File: src/rtl/motor_pkg.sv
// Shared types and helpers for the motor-control encoder front end.
package motor_pkg;

  // Default width of the wheel tick count and its snapshot.
  localparam int unsigned ENC_CNT_W = 24;

  // Width of the per-channel stability counter (FILT_LEN is at most 15).
  localparam int unsigned FILT_CNT_W = 4;

  // Quadrature state is {A, B}.
  typedef logic [1:0] quadState_t;

  localparam quadState_t Q00 = 2'b00;
  localparam quadState_t Q01 = 2'b01;
  localparam quadState_t Q11 = 2'b11;
  localparam quadState_t Q10 = 2'b10;

  // Result of comparing the previous and current quadrature state.
  typedef struct packed {
    logic step;     // exactly one channel changed, legal transition
    logic fwd;      // the legal transition was in the forward order
    logic illegal;  // both channels changed together
  } quadDecode_t;

  // Next quadrature state in the forward (00->01->11->10) or reverse order.
  function automatic quadState_t quadNext(input quadState_t cur, input logic fwd);
    quadState_t nxt;
    case (cur)
      Q00:     nxt = fwd ? Q01 : Q10;
      Q01:     nxt = fwd ? Q11 : Q00;
      Q11:     nxt = fwd ? Q10 : Q01;
      default: nxt = fwd ? Q00 : Q11;
    endcase
    return nxt;
  endfunction

  // Classify a transition from prevState to currState.
  function automatic quadDecode_t quadDecode(input quadState_t prevState,
                                             input quadState_t currState);
    quadDecode_t res;
    logic        isFwd;
    logic        isRev;
    isFwd       = (currState == quadNext(prevState, 1'b1));
    isRev       = (currState == quadNext(prevState, 1'b0));
    res.step    = isFwd | isRev;
    res.fwd     = isFwd;
    res.illegal = (currState != prevState) & ~(isFwd | isRev);
    return res;
  endfunction

endpackage

File: src/rtl/enc_glitch_filter.sv
// Per-channel encoder input conditioning: 2-FF synchroniser followed by a
// stability filter that only accepts a new level after FILT_LEN samples.
module enc_glitch_filter
  import motor_pkg::*;
#(
  parameter int unsigned FILT_LEN = 3
) (
  input  logic i_Clock,
  input  logic i_Rst,
  input  logic i_Pin,
  output logic o_Filt
);

  logic                  syncMeta;
  logic                  syncOut;
  logic [FILT_CNT_W-1:0] stableCnt;
  logic                  cntLast;

  // Counter value on which the next differing sample completes the window.
  assign cntLast = (stableCnt == FILT_CNT_W'(FILT_LEN - 1));

  // Two-stage synchroniser for the asynchronous pin.
  always_ff @(posedge i_Clock) begin
    if (i_Rst) begin
      syncMeta <= 1'b0;
      syncOut  <= 1'b0;
    end else begin
      syncMeta <= i_Pin;
      syncOut  <= syncMeta;
    end
  end

  // Count consecutive samples that disagree with the filtered level; adopt
  // the new level when the count would reach FILT_LEN.
  always_ff @(posedge i_Clock) begin
    if (i_Rst) begin
      stableCnt <= '0;
      o_Filt    <= 1'b0;
    end else if (syncOut == o_Filt) begin
      stableCnt <= '0;
    end else if (cntLast) begin
      stableCnt <= '0;
      o_Filt    <= syncOut;
    end else begin
      stableCnt <= stableCnt + FILT_CNT_W'(1);
    end
  end

endmodule

File: src/rtl/quad_enc_counter.sv
// Quadrature encoder front end for one drive wheel: filtered x4 decode,
// saturating tick count, direction, zero/snapshot handshake and a sticky
// illegal-transition flag.
module quad_enc_counter
  import motor_pkg::*;
#(
  parameter int unsigned FILT_LEN   = 3,
  parameter int unsigned CNT_W      = ENC_CNT_W,
  parameter bit          INVERT_DIR = 1'b0
) (
  input  logic             i_Clock,
  input  logic             i_Rst,
  input  logic             i_EncA,
  input  logic             i_EncB,
  input  logic             i_ZeroEnc,
  output logic [CNT_W-1:0] o_EncCnt,
  output logic             o_WhlDir,
  output logic [CNT_W-1:0] o_SnapCnt,
  output logic             o_SnapValid,
  output logic             o_Tick,
  output logic             o_IllegalErr
);

  logic        aFilt;
  logic        bFilt;
  quadState_t  currState;
  quadState_t  prevState;
  quadDecode_t dec;
  logic        cntFull;

  enc_glitch_filter #(.FILT_LEN(FILT_LEN)) uFiltA (
    .i_Clock (i_Clock),
    .i_Rst   (i_Rst),
    .i_Pin   (i_EncA),
    .o_Filt  (aFilt)
  );

  enc_glitch_filter #(.FILT_LEN(FILT_LEN)) uFiltB (
    .i_Clock (i_Clock),
    .i_Rst   (i_Rst),
    .i_Pin   (i_EncB),
    .o_Filt  (bFilt)
  );

  // Classify the filtered state against the one seen on the previous cycle.
  always_comb begin
    currState = {aFilt, bFilt};
    dec       = quadDecode(prevState, currState);
    cntFull   = &o_EncCnt;
  end

  // Previous-state register; after reset the next step is judged against 00.
  always_ff @(posedge i_Clock) begin
    if (i_Rst) begin
      prevState <= Q00;
    end else begin
      prevState <= currState;
    end
  end

  // Tick count with saturation; a zero request snapshots and clears it but
  // keeps a coincident step so no transition is lost.
  always_ff @(posedge i_Clock) begin
    if (i_Rst) begin
      o_EncCnt    <= '0;
      o_SnapCnt   <= '0;
      o_SnapValid <= 1'b0;
      o_Tick      <= 1'b0;
    end else begin
      o_Tick      <= dec.step;
      o_SnapValid <= i_ZeroEnc;
      if (i_ZeroEnc) begin
        o_SnapCnt <= o_EncCnt;
        o_EncCnt  <= CNT_W'(dec.step);
      end else if (dec.step && !cntFull) begin
        o_EncCnt <= o_EncCnt + CNT_W'(1);
      end
    end
  end

  // Direction of the most recent legal step, optionally mirrored.
  always_ff @(posedge i_Clock) begin
    if (i_Rst) begin
      o_WhlDir <= 1'b1;
    end else if (dec.step) begin
      o_WhlDir <= dec.fwd ^ INVERT_DIR;
    end
  end

  // Sticky flag for a double-channel change; only reset clears it.
  always_ff @(posedge i_Clock) begin
    if (i_Rst) begin
      o_IllegalErr <= 1'b0;
    end else if (dec.illegal) begin
      o_IllegalErr <= 1'b1;
    end
  end

endmodule
File: config.mk
export PLATFORM = sky130hd
export DESIGN_NAME = quad_enc_counter
export DESIGN_NICKNAME = d
export VERILOG_FILES = /design/src/rtl/motor_pkg.sv /design/src/rtl/enc_glitch_filter.sv /design/src/rtl/quad_enc_counter.sv
export SDC_FILE = /design/constraint.sdc
export NUM_CORES = 1
export LEC_CHECK = 0
export CORE_UTILIZATION = 55
export CTS_CLUSTER_SIZE = 20
export DETAILED_ROUTE_END_ITERATION = 10
export PLACE_DENSITY = 0.86
export SLEW_MARGIN = 20
export SYNTH_ARGS = -nofsm -noshare
export SYNTH_HDL_FRONTEND = slang
export SYNTH_SLANG_ARGS = --single-unit
File: constraint.sdc
create_clock -name i_Clock -period 4.5 [get_ports i_Clock]
set_input_delay 0.9 -clock i_Clock [delete_from_list [all_inputs] [get_ports i_Clock]]
set_output_delay 0.9 -clock i_Clock [all_outputs]
set_load 0.05 [all_outputs]
== Word-level counts from Yosys, hierarchy flattened ==
Cells that the tools add are included.

* Register bits: 68
* Bits in latches: 0
* Bits in writable memories: 0
* Bits in read-only memories: 0
* Bits of input ports: 5
* Output and inout bits: 52
* Word-level logic and storage cells: 47
* Memories: 0

* $add $sub $neg: 3
* Multiply operators: 0
* Div/mod/pow operators: 0
* Magnitude comparators: 0
* Eq/ne operators: 9
* Shifts and indexed selects: 0
* Mux-type cells: 4
* Bitwise gates (word level): 5
* Reductions and logical operators: 10

{| class="wikitable"
|+ Operator list
! kind !! number
|-
| adder 24 x 1 -> 24 bit, second input constant || 1
|-
| AND reduction 24 bit || 1
|-
| case mux 2 bit (3 select lines) || 2
|-
| adder 4 x 1 -> 4 bit, second input constant || 2
|-
| equality test 4 x 2 -> 1 bit, second input constant || 2
|-
| OR reduction 3 bit || 2
|-
| equality test 2 bit || 2
|-
| AND reduction 2 bit || 2
|-
| inverter 1 bit || 3
|-
| equality test 1 bit || 2
|-
| equality test 2 x 1 -> 1 bit, second input constant || 1
|-
| equality test 2 bit, second input constant || 1
|-
| zero test 2 bit || 1
|-
| two-way mux 1 bit || 2
|-
| inequality test 2 bit || 1
|-
| nonzero test 2 bit || 1
|-
| OR reduction 2 bit || 1
|-
| AND 1 bit || 1
|-
| logical AND 1 bit || 1
|-
| zero test 1 bit || 1
|-
| bitwise OR 1 bit || 1
|}

== Depth between registers and ports, before layout ==
* Depth after elaboration: 7
* Depth in mapped cells: 7
* Mapped depth without buffers: 6

== Hierarchy ==
A second synthesis with hierarchy kept.

* Cells, all modules: 295
* Area total of the unflattened synthesis: 2,867.8 sq um

{| class="wikitable"
|+ Modules (own cells, without submodules)
! module !! instances !! cells each !! area each (sq um) !! seq. area each (sq um)
|-
| quad_enc_counter || 1 || 247 || 2,347.3 || 1,081.0
|-
| enc_glitch_filter || 2 || 24 || 260.2 || 140.1
|}

== Worst setup path before layout ==
No wires, ideal clock.

* Kind: flip-flop to flip-flop
* Start: register o_EncCnt[1]
* End: register o_EncCnt[10]
* Setup time: 0.128 ns
* Arrival: 2.222 ns
* Data required time: 4.372 ns
* Setup slack: 2.151 ns
* Cell stages (with the launch flop): 8
* Path buffers: 1
* Period minus slack after synthesis: 2.349 ns
* Cells stage by stage: dfxtp_1 ha_1 nand3_2 or4b_4 buf_6 o2111ai_1 xor2_1 nor2_1

* Word-level cells in the longest chain between the ends: 3
* Elaborated cells between the ends (all ways): 4
* Classes of those cells: add/sub (1); reduce/logical (3)

{| class="wikitable"
|+ Ends and longest elaborated chain
! what !! RTL line !! text
|-
| start, declared || quad_enc_counter.sv:16 || <nowiki>output logic [CNT_W-1:0] o_EncCnt,</nowiki>
|-
| start signal, assigned || quad_enc_counter.sv:74 || <nowiki>o_EncCnt <= CNT_W'(dec.step);</nowiki>
|-
| start signal, assigned || quad_enc_counter.sv:76 || <nowiki>o_EncCnt <= o_EncCnt + CNT_W'(1);</nowiki>
|-
| parallel branches: the longest is 3 deep, another holds adder 24 x 1 -> 24 bit || -- ||
|}

Several ways; the timed one is not identified.
A chain may end at the register's enable or synchronous reset.

== Worst setup path in the final report ==
* Start: register o_EncCnt[4]
* End: output port o_EncCnt[4]

No word-level cell between the ends.

==> summary.md <==
| Metric | Value |
|---|---|
| Vias per std cell | `around 5.2` |
| Starting density of the core | `0.5835` |
| First-pass GRT wire length | `approximately 9700 µm` |
| Hold crit path type | `reg2reg` |
| Max_cap viols | `0` |
| Area growth, synth to finish | `28.70%` |
| Critical path fanouts, max | `8` |
| Layout cells sized above 1 | `0.09402` |
| CP peak stage delay | `860 ps` |
| Height of the chip | `roughly 74 µm` |
| Clk pin slew, worst setup/hold paths | `around 70 ps` |
| Switching Share | `0.2042` |
| Total setup buffers inserted after CTS | `0` |
| Die Wd | `roughly 74 µm` |
| Tot GR Track Use | `0.2388` |
| Cts repair resizes | `0` |
| Final ANT Viol Nets | `0` |
| Drt first pass iters | `4` |
| Seq/Total Area, Yosys | `0.4812` |
| Crit. End Element | `output port` |
| Post-synthesis cell area | `between 2000 and 3000 µm²` |
| Initial antenna violation count | `0` |
| Status | `finished, final reports clean` |
| Syn avg cell area | `roughly 9.8 µm²` |
| Crit path max-delay family | `buffers and inverters` |
| Worst-margin pin slew | `between 800 and 900 ps` |
| CTS Buf Count | `9` |
| Number of port buffers | `between 50 and 60` |
| Final TNS setup | `0 ps` |
| WL final | `about 5700 µm` |
| Num ports | `57` |
| Clock power share | `0.461` |
| Hold buffer count at CTS | `0` |
| Most frequent cells in the layout | `68 x dfxtp_1, 58 x nor2_1, 56 x clkdlybuf4s50_1, 27 x mux2i_1, 14 x xor2_1` |
| Root buf cell | `clkbuf_8` |
| Cell-internal power | `~0.00094 W` |
| CTS tree | `built` |
| # setup viols final | `0` |
| Slowest CP cell | `clkdlybuf4s50_1` |
| Sink Count | `68` |
| Gr ovfl total | `0` |
| Residual DRC | `0` |
| Routed via count | `around 2200` |
| Clk_skew | `approximately 10 ps` |
| Cell variety after synth | `39` |
| Ys flop type | `dfxtp_1` |
| Placer Congestion | `approximately 0.75` |
| Total Power | `~0.0012 W` |
| Maximum vdd ir drop | `around 270 µV` |
| Hold Worst Slack | `about 440 ps` |
| Worst-path cell chain | `clkdlybuf4s50_1` |
| #FFs+latches synth | `between 60 and 70` |
| Worst Path Buf+Inv | `1` |
| Final Net Count | `between 300 and 400` |
| Largest net degree at the start of global routing | `24` |
| Number of global-route vias before repair | `roughly 2200` |
| Psw | `between 0.0002 and 0.00025 W` |
| Synth warnings | `0` |
| Kind of critical path | `reg2out` |
| Yosys top cell area share | `0.4812` |
| Leakage dissipation | `1.389 nW` |
| Max-slew headroom | `0.4600` |
| Slew Limit Fails | `0` |
| Max Fclk | `388.4 MHz` |
| H-tree depth | `3` |
| Post-detail-place hpwl | `a little under 4000 µm` |
| Worst path required time | `3600 ps` |
| Period utilisation layout | `0.5722` |
| Sequential share of power | `0.513` |
| Post-synth EDFFs | `0` |
| Final min period | `around 2600 ps` |
| CP Data Arrival Time | `around 1700 ps` |
| 1st-iter DRT viols | `81` |
| Hold Vio Cnt, Final | `0` |
| Core area | `around 4800 µm²` |
| Clock Latency Late Sink | `roughly 350 ps` |
| Post-Syn Instances | `290` |
| Logic gate share of total power | `0.026` |
| Yosys top cell by area | `dfxtp_1` |
| Antenna Cells | `0` |
| Placement Rows | `25` |
| Mapped Nets | `300` |
| Die area | `between 5000 and 6000 µm²` |
| Ys async rst share | `0` |
| Routed WL per cell | `roughly 14 µm` |
| Commonest non-fill, non-tap cell in the layout | `dfxtp_1` |
| Top post-synthesis cells by area | `dfxtp_1 48%, mux2i_1 9.6%, nor2_1 7.7%` |
| RSZ-0062 raised after global routing | `false` |
| Critical Path Source Type | `flop` |
| Clock Tree Buf Depth | `2` |
| Power per cell area | `roughly 320 nW/µm²` |
[worst register-to-register path, delay by kind of cell (launching register included)]
| family | cells | cell delay, ps |
|---|---|---|
| flip-flops | 1 | 460 |
| AO/OA/AOI/OAI | 2 | 590 |
| AND/OR/NAND/NOR | 1 | 470 |
| XOR/XNOR | 2 | 820 |
[logic make-up (layout without fill, tap and decap cells)]
kind of cell / Yosys count / in the layout / synth area share
buf+inv: 20 / 81 / 0.03185
simple gates: 109 / 109 / 0.1986
xor+xnor: 23 / 23 / 0.07652
flops: 68 / 68 / 0.4812
compound gates: 38 / 38 / 0.09421
fa+ha+maj: 5 / 5 / 0.02211
mux: 27 / 27 / 0.09553
[registers in the layout, summed over array words and instances, names as in the netlist, 2 cells and up]
name,flops
o_EncCnt,24
o_SnapCnt,24
uFiltA.stableCnt,4
uFiltB.stableCnt,4
prevState,2
[per-stage QoR]
| stage | setup slack [ps] | utilization | std cells | cell area (µm²) |
|---|---|---|---|---|
| 2_1_floorplan | 2151 | - | 290 | 2829 |
| 3_3_place_gp | 1808 | 0.7063 | 402 | 3425 |
| 3_5_place_dp | 1749 | 0.7063 | 402 | 3425 |
| 4_1_cts | 1918 | 0.7510 | 418 | 3641 |
| 5_1_grt | 1856 | 0.7510 | 418 | 3641 |
| 6_report | 1925 | 0.7510 | 418 | 3641 |
[cell type report]
| cell class | count | area, µm² |
|---|---|---|
| Sequential cell | 68 | 1361 |
| Timing Repair Buffer | 58 | 575.6 |
| Fill cell | 342 | 1207 |
| Clock buffer | 11 | 141.4 |
| Inverter | 7 | 26.28 |
| Clock inverter | 5 | 75.07 |
| Multi-Input combinational cell | 202 | 1378 |
| Tap cell | 67 | 83.83 |
[synthesized netlist by cell type (all sizes together), types with 2 or more instances]
cell     number
xor2         15
and3          3
and4          2
o2111ai       4
o211ai        6
nor2         58
nor3b         3
mux2i        27
buf           4
or2           2
dfxtp        68
ha            5
a21oi        12
nand3         7
o21ai        12
inv           7
clkbuf        9
xnor2         8
nand4         6
nor2b         6
and2          2
or3          12
nand2         5
[power by group through the flow]
stage,sequential (W),combinational [W],clock [W]
floorplan,0.000621,0.0000204,0
CTS,0.000606,0.0000311,0.000556
finish,0.000606,0.0000312,0.000545
detailed placement,0.000620,0.0000311,0
global route,0.000606,0.0000334,0.000579
global placement,0.000619,0.0000300,0
[path summary, 6_finish.rpt]
| kind | from | to | slack, ps | depth (start not counted) |
|---|---|---|---|---|
| setup / recovery | o_EncCnt[4]$_SDFFE_PP0P_ | o_EncCnt[4] | 1930 | 1 |
| hold / removal | uFiltB.syncMeta$_SDFF_PP0_ | uFiltB.syncOut$_SDFF_PP0_ | 440 | 1 |
| setup reg to reg | uFiltB.o_Filt$_SDFFE_PP0P_ | o_EncCnt[17]$_SDFFE_PP0P_ | 2090 | 5 |
| hold reg to reg | uFiltB.syncMeta$_SDFF_PP0_ | uFiltB.syncOut$_SDFF_PP0_ | 440 | 1 |
[per-layer routing]
| metal | vias to the layer above | global-route usage | share of wire |
|---|---|---|---|
| li1 | 1108 | - | - |
| met3 | 8 | 0.05898 | 0.043 |
| met5 | - | 0 | 0 |
| met2 | 53 | 0.3904 | 0.47 |
| met4 | 0 | 0.1346 | 0.016 |
| met1 | 1022 | 0.2861 | 0.47 |
Power figures use the tool's default switching activity.
